===== config.mk =====
export PLATFORM = sky130hd
export DESIGN_NAME = score_uart_tx
export DESIGN_NICKNAME = d
export VERILOG_FILES = /design/src/rtl/score_uart_pkg.sv /design/src/rtl/uart_tx_byte.sv /design/src/rtl/score_uart_tx.sv
export SDC_FILE = /design/constraint.sdc
export NUM_CORES = 1
export LEC_CHECK = 0
export CORE_UTILIZATION = 52
export DETAILED_ROUTE_END_ITERATION = 8
export PLACE_DENSITY = 0.74
export SLEW_MARGIN = 10
export SYNTH_ARGS = -nofsm -noshare
export SYNTH_HDL_FRONTEND = slang
export SYNTH_SLANG_ARGS = --single-unit

===== constraint.sdc =====
create_clock -name Clk -period 2.61 [get_ports Clk]
set_clock_uncertainty 0.05 [all_clocks]
set_input_delay 0.522 -clock Clk [delete_from_list [all_inputs] [get_ports Clk]]
set_output_delay 0.522 -clock Clk [all_outputs]
set_load 0.01 [all_outputs]

===== src/rtl/score_uart_pkg.sv =====
// score_uart_pkg: shared constants, FSM state type and hex helper for the score UART transmitter
package score_uart_pkg;

    localparam logic [7:0] ASCII_S     = 8'h53;
    localparam logic [7:0] ASCII_COMMA = 8'h2C;
    localparam logic [7:0] ASCII_0     = 8'h30;
    localparam logic [7:0] ASCII_A     = 8'h41;
    localparam logic [7:0] ASCII_CR    = 8'h0D;
    localparam logic [7:0] ASCII_LF    = 8'h0A;

    localparam int FRAME_LEN = 15;

    typedef enum logic [1:0] {
        ST_IDLE,
        ST_START,
        ST_DATA,
        ST_STOP
    } tx_state_e;

    // Uppercase ASCII hex digit for one nibble
    function automatic logic [7:0] hex_ascii(input logic [3:0] nib);
        return (nib < 4'd10) ? ASCII_0 + {4'd0, nib} : ASCII_A + {4'd0, nib} - 8'd10;
    endfunction

endpackage


===== src/rtl/uart_tx_byte.sv =====
// uart_tx_byte: 8N1 serializer for one byte; a start seen in the last stop-bit cycle chains the next byte with no gap
module uart_tx_byte
    import score_uart_pkg::*;
#(
    parameter int CLKS_PER_BIT = 868
) (
    input  logic       Clk,
    input  logic       reset_rtl_0,
    input  logic       start,
    input  logic [7:0] data,
    output logic       txd,
    output logic       done
);

    localparam int CW = (CLKS_PER_BIT > 1) ? $clog2(CLKS_PER_BIT) : 1;
    localparam logic [CW-1:0] CNT_LAST = CW'(CLKS_PER_BIT - 1);

    tx_state_e     state_q;
    logic [CW-1:0] cnt_q;
    logic [2:0]    bit_q;
    logic [7:0]    shift_q;
    logic          txd_q;
    logic          bit_end;

    assign bit_end = (cnt_q == CNT_LAST);
    assign done    = (state_q == ST_STOP) && bit_end;
    assign txd     = txd_q;

    // Bit-level FSM: baud counter, bit counter, shift register and registered line output
    always_ff @(posedge Clk or negedge reset_rtl_0) begin
        if (!reset_rtl_0) begin
            state_q <= ST_IDLE;
            cnt_q   <= '0;
            bit_q   <= '0;
            shift_q <= '0;
            txd_q   <= 1'b1;
        end else begin
            cnt_q <= bit_end ? '0 : cnt_q + CW'(1);
            case (state_q)
                ST_IDLE: begin
                    cnt_q <= '0;
                    if (start) begin
                        state_q <= ST_START;
                        shift_q <= data;
                        txd_q   <= 1'b0;
                    end
                end
                ST_START: begin
                    if (bit_end) begin
                        state_q <= ST_DATA;
                        bit_q   <= '0;
                        txd_q   <= shift_q[0];
                        shift_q <= shift_q >> 1;
                    end
                end
                ST_DATA: begin
                    if (bit_end) begin
                        if (bit_q == 3'd7) begin
                            state_q <= ST_STOP;
                            txd_q   <= 1'b1;
                        end else begin
                            bit_q   <= bit_q + 3'd1;
                            txd_q   <= shift_q[0];
                            shift_q <= shift_q >> 1;
                        end
                    end
                end
                ST_STOP: begin
                    if (bit_end) begin
                        if (start) begin
                            state_q <= ST_START;
                            shift_q <= data;
                            txd_q   <= 1'b0;
                        end else begin
                            state_q <= ST_IDLE;
                        end
                    end
                end
                default: begin
                    state_q <= ST_IDLE;
                    cnt_q   <= '0;
                    txd_q   <= 1'b1;
                end
            endcase
        end
    end

endmodule


===== src/rtl/score_uart_tx.sv =====
// score_uart_tx: sends a 15-byte ASCII status frame (scores, game state, game-over flags) over 8N1 UART
module score_uart_tx
    import score_uart_pkg::*;
#(
    parameter int CLK_FREQ_HZ = 100_000_000,
    parameter int BAUD        = 115200
) (
    input  logic        Clk,
    input  logic        reset_rtl_0,
    input  logic        send,
    input  logic [15:0] score,
    input  logic [15:0] score2,
    input  logic [2:0]  outputState,
    input  logic        gameOverFromBall,
    input  logic        gameOverFromBall2,
    output logic        busy,
    output logic        frame_done,
    output logic        txd
);

    localparam int CLKS_PER_BIT = CLK_FREQ_HZ / BAUD;

    logic        s1_q, s2_q, s3_q;
    logic        busy_q, busy_d;
    logic        frame_done_q, frame_done_d;
    logic [3:0]  idx_q, idx_d;
    logic [15:0] sc1_q, sc1_d, sc2_q, sc2_d;
    logic [2:0]  st_q, st_d;
    logic [1:0]  go_q, go_d;
    logic        req, accept, last_byte, byte_done, byte_start;
    logic [3:0]  next_idx;
    logic [7:0]  next_byte, byte_data;

    assign req        = s2_q & ~s3_q;
    assign accept     = req & ~busy_q;
    assign last_byte  = (idx_q == 4'(FRAME_LEN - 1));
    assign next_idx   = idx_q + 4'd1;
    assign byte_start = accept | (busy_q & byte_done & ~last_byte);
    assign byte_data  = busy_q ? next_byte : ASCII_S;
    assign busy       = busy_q;
    assign frame_done = frame_done_q;

    // Byte that follows the current one, taken from the frozen snapshot
    always_comb begin
        case (next_idx)
            4'd1:    next_byte = hex_ascii(sc1_q[15:12]);
            4'd2:    next_byte = hex_ascii(sc1_q[11:8]);
            4'd3:    next_byte = hex_ascii(sc1_q[7:4]);
            4'd4:    next_byte = hex_ascii(sc1_q[3:0]);
            4'd5:    next_byte = ASCII_COMMA;
            4'd6:    next_byte = hex_ascii(sc2_q[15:12]);
            4'd7:    next_byte = hex_ascii(sc2_q[11:8]);
            4'd8:    next_byte = hex_ascii(sc2_q[7:4]);
            4'd9:    next_byte = hex_ascii(sc2_q[3:0]);
            4'd10:   next_byte = ASCII_COMMA;
            4'd11:   next_byte = ASCII_0 + {5'd0, st_q};
            4'd12:   next_byte = ASCII_0 + {6'd0, go_q};
            4'd13:   next_byte = ASCII_CR;
            4'd14:   next_byte = ASCII_LF;
            default: next_byte = ASCII_S;
        endcase
    end

    // Frame sequencing: accept a request when idle, advance the byte index, end the frame
    always_comb begin
        busy_d       = busy_q;
        frame_done_d = 1'b0;
        idx_d        = idx_q;
        sc1_d        = sc1_q;
        sc2_d        = sc2_q;
        st_d         = st_q;
        go_d         = go_q;
        if (accept) begin
            busy_d = 1'b1;
            idx_d  = '0;
            sc1_d  = score;
            sc2_d  = score2;
            st_d   = outputState;
            go_d   = {gameOverFromBall2, gameOverFromBall};
        end else if (busy_q && byte_done) begin
            if (last_byte) begin
                busy_d       = 1'b0;
                frame_done_d = 1'b1;
            end else begin
                idx_d = next_idx;
            end
        end
    end

    // State registers, including the send synchronizer and edge flop
    always_ff @(posedge Clk or negedge reset_rtl_0) begin
        if (!reset_rtl_0) begin
            s1_q         <= 1'b0;
            s2_q         <= 1'b0;
            s3_q         <= 1'b0;
            busy_q       <= 1'b0;
            frame_done_q <= 1'b0;
            idx_q        <= '0;
            sc1_q        <= '0;
            sc2_q        <= '0;
            st_q         <= '0;
            go_q         <= '0;
        end else begin
            s1_q         <= send;
            s2_q         <= s1_q;
            s3_q         <= s2_q;
            busy_q       <= busy_d;
            frame_done_q <= frame_done_d;
            idx_q        <= idx_d;
            sc1_q        <= sc1_d;
            sc2_q        <= sc2_d;
            st_q         <= st_d;
            go_q         <= go_d;
        end
    end

    uart_tx_byte #(
        .CLKS_PER_BIT(CLKS_PER_BIT)
    ) u_byte (
        .Clk        (Clk),
        .reset_rtl_0(reset_rtl_0),
        .start      (byte_start),
        .data       (byte_data),
        .txd        (txd),
        .done       (byte_done)
    );

endmodule


==> impl_metrics.yaml, run 1 <==
floorplanning:
  rows: 33
  die_x_um: 95.1
  io_pins: 43
  start_util_pct: 54.3
  die_height_um: 95.1
  coreArea_um2: 8300
  die_area_um2: 9040
global_routing:
  grt_pass1_wl_mm: 19.0
  grt_antenna_before_repair: 0
  grt_usage_pct: 28.1
  grt_pass1_vias: 3710
  grt_remaining_overflow: 0
  grt_max_degree: 70
worst_setup_path:
  ff2ff_path_depth: 8
  rr_endpoint: "u_byte.shift_q[1]"
  crit_fanout: 8
  end_kind: "register"
  crit_type: "reg -> reg"
  setup.worst_path.start_class: "register"
  r2r_slack_ns: 0.14
  required_ns: 2.78
  r2r-start: "idx_q[0]"
  arrival_ns: 2.64
  startpoint: "idx_q[0]"
place:
  routabilityCongestion: 0.889
  portBuffers: 42
  dp_hpwl_mm: 8.95
  dp_cells: 644
layout:
  layout-drive-gt1-share_pct: 15.1
  fin_nets: 610
  final-instance-count-excl-fill: 660
  areaGrowthSynthToFinish_pct: 19.6
  diodes: 0
routing:
  dr.pass1.iters: 5
  post_drt_wl_per_cell_um: 18.1
  vias: 3935
  drc: 0
  drt.antenna.violating_nets: 0
  wirelength_mm: 12.0
  vias_per_cell: 5.96
  drt_iter0_drc: 270
timing:
  drv_slew: 0
  worst_pin_slew_ns: 0.694
  final-setup-viol-count: 0
  post-route-period-util_pct: 94.6
  period_needed_ns: 2.47
  worst_hold_slack_ns: 0.127
  fmax_mhz: 405
  hold_viol_final: 0
  finalSetupTns_ns: 0
  slew_headroom_pct: 53.6
cts:
  cts_tree: "built"
  ctsHoldBuffers: 0
  insertion_delay_ns: 0.37
  cts.clk_slew.worst_paths_ns: 0.09
  cts_resized: 0
  postCtsSetupBuffers: 0
  cts_buffers: 9
  clkSinkCount: 69
  cts_buffer_depth: 2
  root_buffer: "clkbuf_8"
  htree_levels: 3
power:
  peakVddDrop_uv: 465
  power.density_nw_per_um2: 738
  p_leak_nw: 2.21
logic_synthesis:
  async_flop_share_pct: 100
  avgSynthCellArea_um2: 9.05
  ys_ff_latch: 69
  synthFlopType: "dfrtp_1"
  syn_area_um2: 4510
  yosysSeqAreaShare_pct: 38.4
  yosysUniqueCellTypes: 66
  synth_fp_nets: 558
  yosysWarnings: 0
  synth-edff-count: 0
  synth_cells: 498
job:
  drv_cap: 0
outcome:
  status: "finished, final reports clean"
min_path:
  hold_class: "in -> async"
power by group:
| group | switching [mW] | leakage [nW] | internal (mW) |
|---|---|---|---|
| logic | 0.806 | 1.24 | 0.680 |
| registers | 0.202 | 0.862 | 1.28 |
| clock network | 0.470 | 0.110 | 0.543 |
per-stage QoR:
step           util (%)  power, mW  worst slack (ns)  area (µm²)
5_1_grt            64.9       4.21          -0.00770        5390
3_5_place_dp       61.9       2.95            0.0244        5140
6_report           64.9       3.98             0.140        5390
4_1_cts            64.6       3.98            0.0100        5360
2_1_floorplan         -       2.47             0.427        4510
3_3_place_gp       61.9       2.90             0.111        5140
layer usage:
| metal | vias to the layer above | GRT usage, % | wire (µm) |
|---|---|---|---|
| met3 | 15 | 4.23 | 622 |
| met5 | - | 0 | 0 |
| met2 | 124 | 44.3 | 5560 |
| met1 | 1881 | 38.7 | 5560 |
| met4 | 0 | 10.9 | 216 |
| li1 | 1915 | - | - |
final cells by class:
cell class	instances	area (µm²)
Sequential cell	69	1730
Fill cell	727	2910
Clock buffer	9	124
Clock inverter	7	98.8
Timing Repair Buffer	63	598
Inverter	31	116
Multi-Input combinational cell	376	2590
Tap cell	105	131
layout by cell type, fill, tap and decap left out, types with 4 or more instances in the layout:
| master | n |
|---|---|
| a211oi_1 | 6 |
| a2111oi_0 | 4 |
| a31oi_1 | 6 |
| a21oi_1 | 29 |
| dfrtp_1 | 68 |
| buf_4 | 19 |
| mux2_2 | 21 |
| nand4_1 | 4 |
| clkdlybuf4s50_1 | 41 |
| nor3_1 | 11 |
| a22oi_1 | 6 |
| a22o_1 | 9 |
| nor2_1 | 32 |
| o31ai_1 | 5 |
| xnor2_1 | 17 |
| nand2_1 | 47 |
| o21ai_0 | 52 |
| or2_2 | 5 |
| clkbuf_8 | 9 |
| o211ai_1 | 4 |
| nand3_1 | 15 |
| nor2b_1 | 12 |
| inv_1 | 31 |
| ha_1 | 18 |
| nand2b_1 | 5 |
worst max-delay path by stage:
stage / slack [ns] / to
after global routing: -0.008 / u_byte.shift_q[1]
after detailed placement: 0.02 / u_byte.shift_q[6]
after CTS: 0.01 / u_byte.shift_q[0]
after floorplan: 0.43 / u_byte.shift_q[4]
after global placement: 0.11 / u_byte.shift_q[6]
final: 0.14 / u_byte.shift_q[1]
kinds of logic after synthesis:
group / after synthesis / share of synthesized area (%)
compound gates: 154 / 23.0
xor+xnor: 20 / 3.89
fa+ha+maj: 20 / 5.55
buf+inv: 53 / 4.78
flops: 69 / 38.4
mux: 24 / 5.94
simple gates: 158 / 18.5
cell usage after synthesis, drive strengths merged (4+ instances only):
| master | instances | share of area (%) |
|---|---|---|
| mux2 | 22 | 5.5 |
| nor2b | 12 | 1.7 |
| nor2 | 32 | 2.7 |
| nand3 | 15 | 1.7 |
| nor3 | 12 | 1.6 |
| o21ai | 52 | 5.8 |
| a22o | 9 | 1.7 |
| a31oi | 6 | 0.83 |
| a2111oi | 6 | 1.2 |
| nand2 | 47 | 3.9 |
| o211ai | 4 | 0.67 |
| nand4 | 5 | 1.0 |
| ha | 20 | 5.6 |
| a22oi | 6 | 1.0 |
| o31ai | 5 | 0.83 |
| xnor2 | 18 | 3.5 |
| a21oi | 29 | 3.2 |
| or3 | 5 | 0.83 |
| inv | 31 | 2.6 |
| dfrtp | 68 | 38 |
| buf | 8 | 1.0 |
| a211oi | 6 | 1.0 |
| clkbuf | 14 | 1.2 |
| nand2b | 5 | 0.69 |
| or2 | 5 | 0.69 |
| and2 | 4 | 0.58 |
worst max-delay path: stages (launching register included):
cell	delay, ns
dfrtp_1	0.46
buf_4	0.20
nand3_1	0.23
xnor2_1	0.26
buf_4	0.18
mux2i_1	0.25
o2111ai_1	0.14
o41ai_1	0.44
o21ai_0	0.12
flip-flops by register name, summed over array words and instances (netlist names):
name and count:
go_q 2, idx_q 4, st_q 3, sc2_q 16
busy 1, s2_q 1, sc1_q 16, frame_done 1
s1_q 1, u_byte.bit_q 3, u_byte.txd 1, u_byte.state_q 2
u_byte.shift_q 7, u_byte.cnt_q 10, s3_q 1
Note: power is estimated with default switching activity, not from simulation.
==> inputs of run 2 (changes only) <==
- RECOVER_POWER: default -> 100
==> run 2 against run 1 <==
Against the previous run:
- the run now ends with max-capacitance violations, max-slew violations left
- register-to-register slack hardly changed
- clock power hardly changed
- final cell count stayed put
- non-clock buffer count stayed put
- cell area is 0.46% lower
- critical endpoint unchanged
- highest routed layer unchanged
==> impl_metrics.yaml, run 2 (same netlist as run 1, synthesis figures left out) <==
worst_setup_path:
  cp_cell_sequence: "buf_4, nand3_1, xnor2_1, buf_4, mux2i_1, o2111ai_1, o41ai_1, o21ai_0"
  ff2ff_path_depth: 8
  critPathMostFrequentCell: "buf_4"
  rr_endpoint: "u_byte.shift_q[1]"
  arrival_ns: 2.65
  r2r-start: "idx_q[0]"
  crit_type: "reg -> reg"
  crit_fanout: 8
  startpoint: "idx_q[0]"
  crit_slowest_cell: "dfrtp_1"
  slowest_delay_ns: 0.46
  r2r_slack_ns: 0.13
  setup.worst_path.start_class: "register"
  end_kind: "register"
  required_ns: 2.78
timing:
  hold_viol_final: 0
  fmax_mhz: 403
  post-route-period-util_pct: 95.0
  final-setup-viol-count: 0
  slew_headroom_pct: -14.7
  worst_hold_slack_ns: 0.304
  period_needed_ns: 2.48
  finalSetupTns_ns: 0
  drv_slew: 70
  worst_pin_slew_ns: 1.72
routing:
  wirelength_mm: 11.9
  vias: 3939
  post_drt_wl_per_cell_um: 18.1
  drt.antenna.violating_nets: 0
  drc: 0
  vias_per_cell: 5.97
  drt_iter0_drc: 287
  dr.pass1.iters: 5
layout:
  final_common_cell: "dfrtp_1"
  fin_nets: 610
  multi_input_area_um2: 2590
  areaGrowthSynthToFinish_pct: 19.1
  fillers: 732
  layout_common_cells: "68 x dfrtp_1, 52 x o21ai_0, 47 x nand2_1"
  reg_top3: "sc1_q (16), sc2_q (16), u_byte.cnt_q (10)"
  final_util_pct: 64.6
  final-instance-count-excl-fill: 660
  final_area_um2: 5360
  seqCellArea_um2: 1730
  diodes: 0
  layout-drive-gt1-share_pct: 14.4
global_routing:
  grt_pass1_vias: 3710
  grt_usage_pct: 28.1
  grt_max_degree: 70
  grt_antenna_before_repair: 0
  grt_remaining_overflow: 0
  grt_pass1_wl_mm: 19.0
cts:
  cts_tree: "built"
  cts_buffer_depth: 2
  root_buffer: "clkbuf_8"
  htree_levels: 3
  cts.clk_slew.worst_paths_ns: 0.09
  clkSinkCount: 69
  cts_buffers: 9
  insertion_delay_ns: 0.37
  postCtsSetupBuffers: 0
place:
  dp_cells: 644
  placement.cell_area_um2: 5140
  dp_hpwl_mm: 8.95
  portBuffers: 42
  routabilityCongestion: 0.889
min_path:
  hold_end: "s2_q"
  hold_class: "reg -> reg"
  hold_start: "s1_q"
  min_path_cells: 0
floorplanning:
  die_area_um2: 9040
  io_pins: 43
  rows: 33
  start_util_pct: 54.3
  die_x_um: 95.1
  coreArea_um2: 8300
  die_height_um: 95.1
outcome:
  status: "finished with violations"
  violations: "max-capacitance violations, max-slew violations"
power:
  p_leak_nw: 2.20
  peakVddDrop_uv: 464
  power.density_nw_per_um2: 740
job:
  drv_cap: 1
[run 2: changes by cell type in the layout (fill, tap and decap cells not counted), sizes merged]
| cell | delta |
|---|---|
| clkdlybuf4s50 | -4 |
| dlygate4sd3 | +4 |
| buf | -2 |
| clkbuf | +2 |
[run 2: what timing repair did]
action / 4_1_cts / 5_1_grt
resized for setup: 0 / 7
hold endpoints to repair: 0 / 0
setup endpoints to repair: 0 / 6
hold buffers: 0 / 0
[run 2: worst max path at each step]
| stage | endpoint | cells past startpoint |
|---|---|---|
| CTS | u_byte.shift_q[0] | 7 |
| global route | u_byte.shift_q[1] | 8 |
| global placement | u_byte.shift_q[6] | 7 |
| floorplan | u_byte.shift_q[4] | 9 |
| detailed placement | u_byte.shift_q[6] | 7 |
| finish | u_byte.shift_q[1] | 8 |
[run 2: final cells by class]
type | count | area share [%]
clock buffer | 9 | 2.31
clock inverter | 7 | 1.84
inverter | 31 | 2.17
multi-input combinational | 376 | 48.2
sequential | 69 | 32.2
tap | 105 | 2.45
timing repair buffer | 63 | 10.8
[run 2: report_power, final]
part	leakage [nW]	internal [mW]	switching, mW	total [mW]
Sequential	0.862	1.28	0.202	1.48
Combinational	1.23	0.672	0.806	1.48
Clock	0.110	0.543	0.469	1.01
Total	2.20	2.49	1.48	3.97
[run 2: metal layers]
metal	up-vias	GRT usage (%)	share of wire [%]
li1	1913	-	-
met1	1903	38.7	47
met2	102	44.3	46
met3	21	4.23	4.2
met4	0	10.9	2.0
met5	-	0	0
[run 2: worst max-delay path: cells and delay by family (launching register included)]
family / cells / cell delay (ns)
mux: 1 / 0.25
buf+inv: 2 / 0.38
xor+xnor: 1 / 0.26
compound gates: 3 / 0.70
simple gates: 1 / 0.23
flops: 1 / 0.46
[run 2: stage by stage]
step	setup slack (ns)	power [mW]
3_3_place_gp	0.111	2.90
3_5_place_dp	0.0244	2.95
2_1_floorplan	0.427	2.47
6_report	0.132	3.97
5_1_grt	-0.00770	4.20
4_1_cts	0.0100	3.98
==> inputs of run 3 (changes only) <==
- GPL_TIMING_DRIVEN: default -> 0
==> run 3 against run 2 <==
Against the previous run:
- the run still ends with max-capacitance violations, max-slew violations left
- sequential share of layout area is 0.62 points lower
- register-to-register slack worse by 0.07 ns
- flip-flop and latch count stayed put
- cell area is 2.0% higher
- clock power hardly changed
- first-iteration DRC count is 7.7% lower
- final cell count is 0.91% higher
- core utilization is 1.3 points higher
- die area stayed put
- worst setup slack worse by 0.066 ns
- total power is 2.7% higher
==> impl_metrics.yaml, run 3 (same netlist as run 1, synthesis figures left out) <==
routing:
  drc: 0
  dr.pass1.iters: 5
  vias: 4113
  wirelength_mm: 12.8
  drt_iter0_drc: 265
  drt.antenna.violating_nets: 0
  post_drt_wl_per_cell_um: 19.2
  vias_per_cell: 6.18
timing:
  worst_pin_slew_ns: 1.58
  fmax_mhz: 393
  worst_hold_slack_ns: 0.301
  hold_viol_final: 0
  post-route-period-util_pct: 97.5
  finalSetupTns_ns: 0
  final-setup-viol-count: 0
  drv_slew: 30
  slew_headroom_pct: -5.59
  fin_ws_ns: 0.0652
  period_needed_ns: 2.54
worst_setup_path:
  end_kind: "register"
  arrival_ns: 2.71
  crit_fanout: 10
  required_ns: 2.78
  setup.worst_path.start_class: "register"
  crit_type: "reg -> reg"
power:
  clkPwrFrac_pct: 24.9
  switching_share_pct: 36.8
  pwr-share-seq_pct: 36.1
  p_leak_nw: 2.22
  pwr-share-comb_pct: 39.0
  power.density_nw_per_um2: 745
  peakVddDrop_uv: 463
  power_switching_mw: 1.50
  power_mw: 4.07
  intPower_mw: 2.57
layout:
  reg_top3: "sc1_q (16), sc2_q (16), u_byte.cnt_q (10)"
  final_util_pct: 65.9
  final_common_cell: "dfrtp_1"
  layout-drive-gt1-share_pct: 15.3
  diodes: 0
  layout_common_cells: "68 x dfrtp_1, 51 x o21ai_0, 46 x nand2_1"
  areaGrowthSynthToFinish_pct: 21.4
  fin_nets: 616
global_routing:
  grt_max_degree: 42
  grt_usage_pct: 29.9
  grt_pass1_wl_mm: 20.1
  grt_pass1_vias: 3914
  grt_antenna_before_repair: 0
  grt_remaining_overflow: 0
place:
  place_ws_ns: -0.817
  portBuffers: 42
  dp_hpwl_mm: 9.73
  routabilityCongestion: 0.929
outcome:
  status: "finished with violations"
  violations: "max-capacitance violations, max-slew violations"
cts:
  root_buffer: "clkbuf_8"
  htree_levels: 3
  ctsHoldBuffers: 0
  cts.clk_slew.worst_paths_ns: 0.08
  insertion_delay_ns: 0.35
  clkSinkCount: 69
  cts_tree: "built"
  cts_buffers: 9
  cts_buffer_depth: 2
floorplanning:
  coreArea_um2: 8300
  die_height_um: 95.1
  io_pins: 43
  die_area_um2: 9040
  rows: 33
  die_x_um: 95.1
  start_util_pct: 54.3
min_path:
  hold_class: "reg -> reg"
job:
  drv_cap: 1
-- run 3: cell count changes in the layout (fill, tap and decap cells not counted), moves of 2 or more --
cell       before  now
buf_6           0    3
buf_2           1    5
inv_2           0    2
buf_4          18    5
a2111oi_4       0    3
inv_1          31   29
a2111oi_0       4    1
clkbuf_4        0    3
clkbuf_1        1   11
-- run 3: power by group through the flow --
| stage | logic [mW] | registers [mW] | clock network [mW] |
|---|---|---|---|
| floorplan | 1.03 | 1.44 | 0 |
| finish | 1.59 | 1.47 | 1.01 |
| CTS | 1.53 | 1.47 | 1.03 |
| global route | 1.75 | 1.51 | 1.08 |
| detailed placement | 1.42 | 1.49 | 0 |
| global placement | 1.37 | 1.47 | 0 |
-- run 3: timing repair --
item,in CTS,in global routing
resized for setup,16,25
setup endpoints to repair,14,6
buffers inserted,3,1
pin swaps,3,4
-- run 3: final timing paths --
path / from / cells past startpoint / slack [ns] / end
setup reg to reg: idx_q[0] / 8 / 0.07 / u_byte.shift_q[4]
hold reg to reg: s1_q / 0 / 0.30 / s2_q
hold / removal: s1_q / 0 / 0.30 / s2_q
setup / recovery: idx_q[0] / 8 / 0.07 / u_byte.shift_q[4]
max in group asynchronous: reset_rtl_0 / 2 / 0.58 / sc2_q[2]
min in group asynchronous: reset_rtl_0 / 1 / 0.51 / sc2_q[15]
-- run 3: layout make-up --
cell class | count | area (µm²)
multi-input cells | 376 | 2690
plain buffers | 22 | 124
inverters | 31 | 116
repair buffers | 47 | 452
clock buffers | 10 | 138
clock inverters | 6 | 95.1
fillers | 711 | 2830
well taps | 105 | 131
flip-flops and latches | 69 | 1730
-- run 3: layer usage --
metal	GRT usage (%)	share of wire (%)	up-vias	wire length [µm]
met5	0	0	-	0
met3	6.38	6.2	36	798
met1	40.0	45	1998	5820
li1	-	-	1937	-
met2	47.3	46	142	5860
met4	11.4	2.6	0	334
-- run 3: metrics by stage --
stage                     instance area [µm²]  std cells
after global routing                     5470        666
after global placement                   5060        645
after floorplan                          4510        498
after CTS                                5390        665
after detailed placement                 5070        646
final                                    5470        666
-- run 3: worst max-delay path, stage by stage, from the launching register on --
cell	delay [ns]
dfrtp_1	0.40
buf_6	0.16
inv_1	0.07
ha_1	0.28
clkbuf_4	0.23
a222oi_1	0.44
o221ai_2	0.19
a2111oi_4	0.46
o31ai_1	0.13
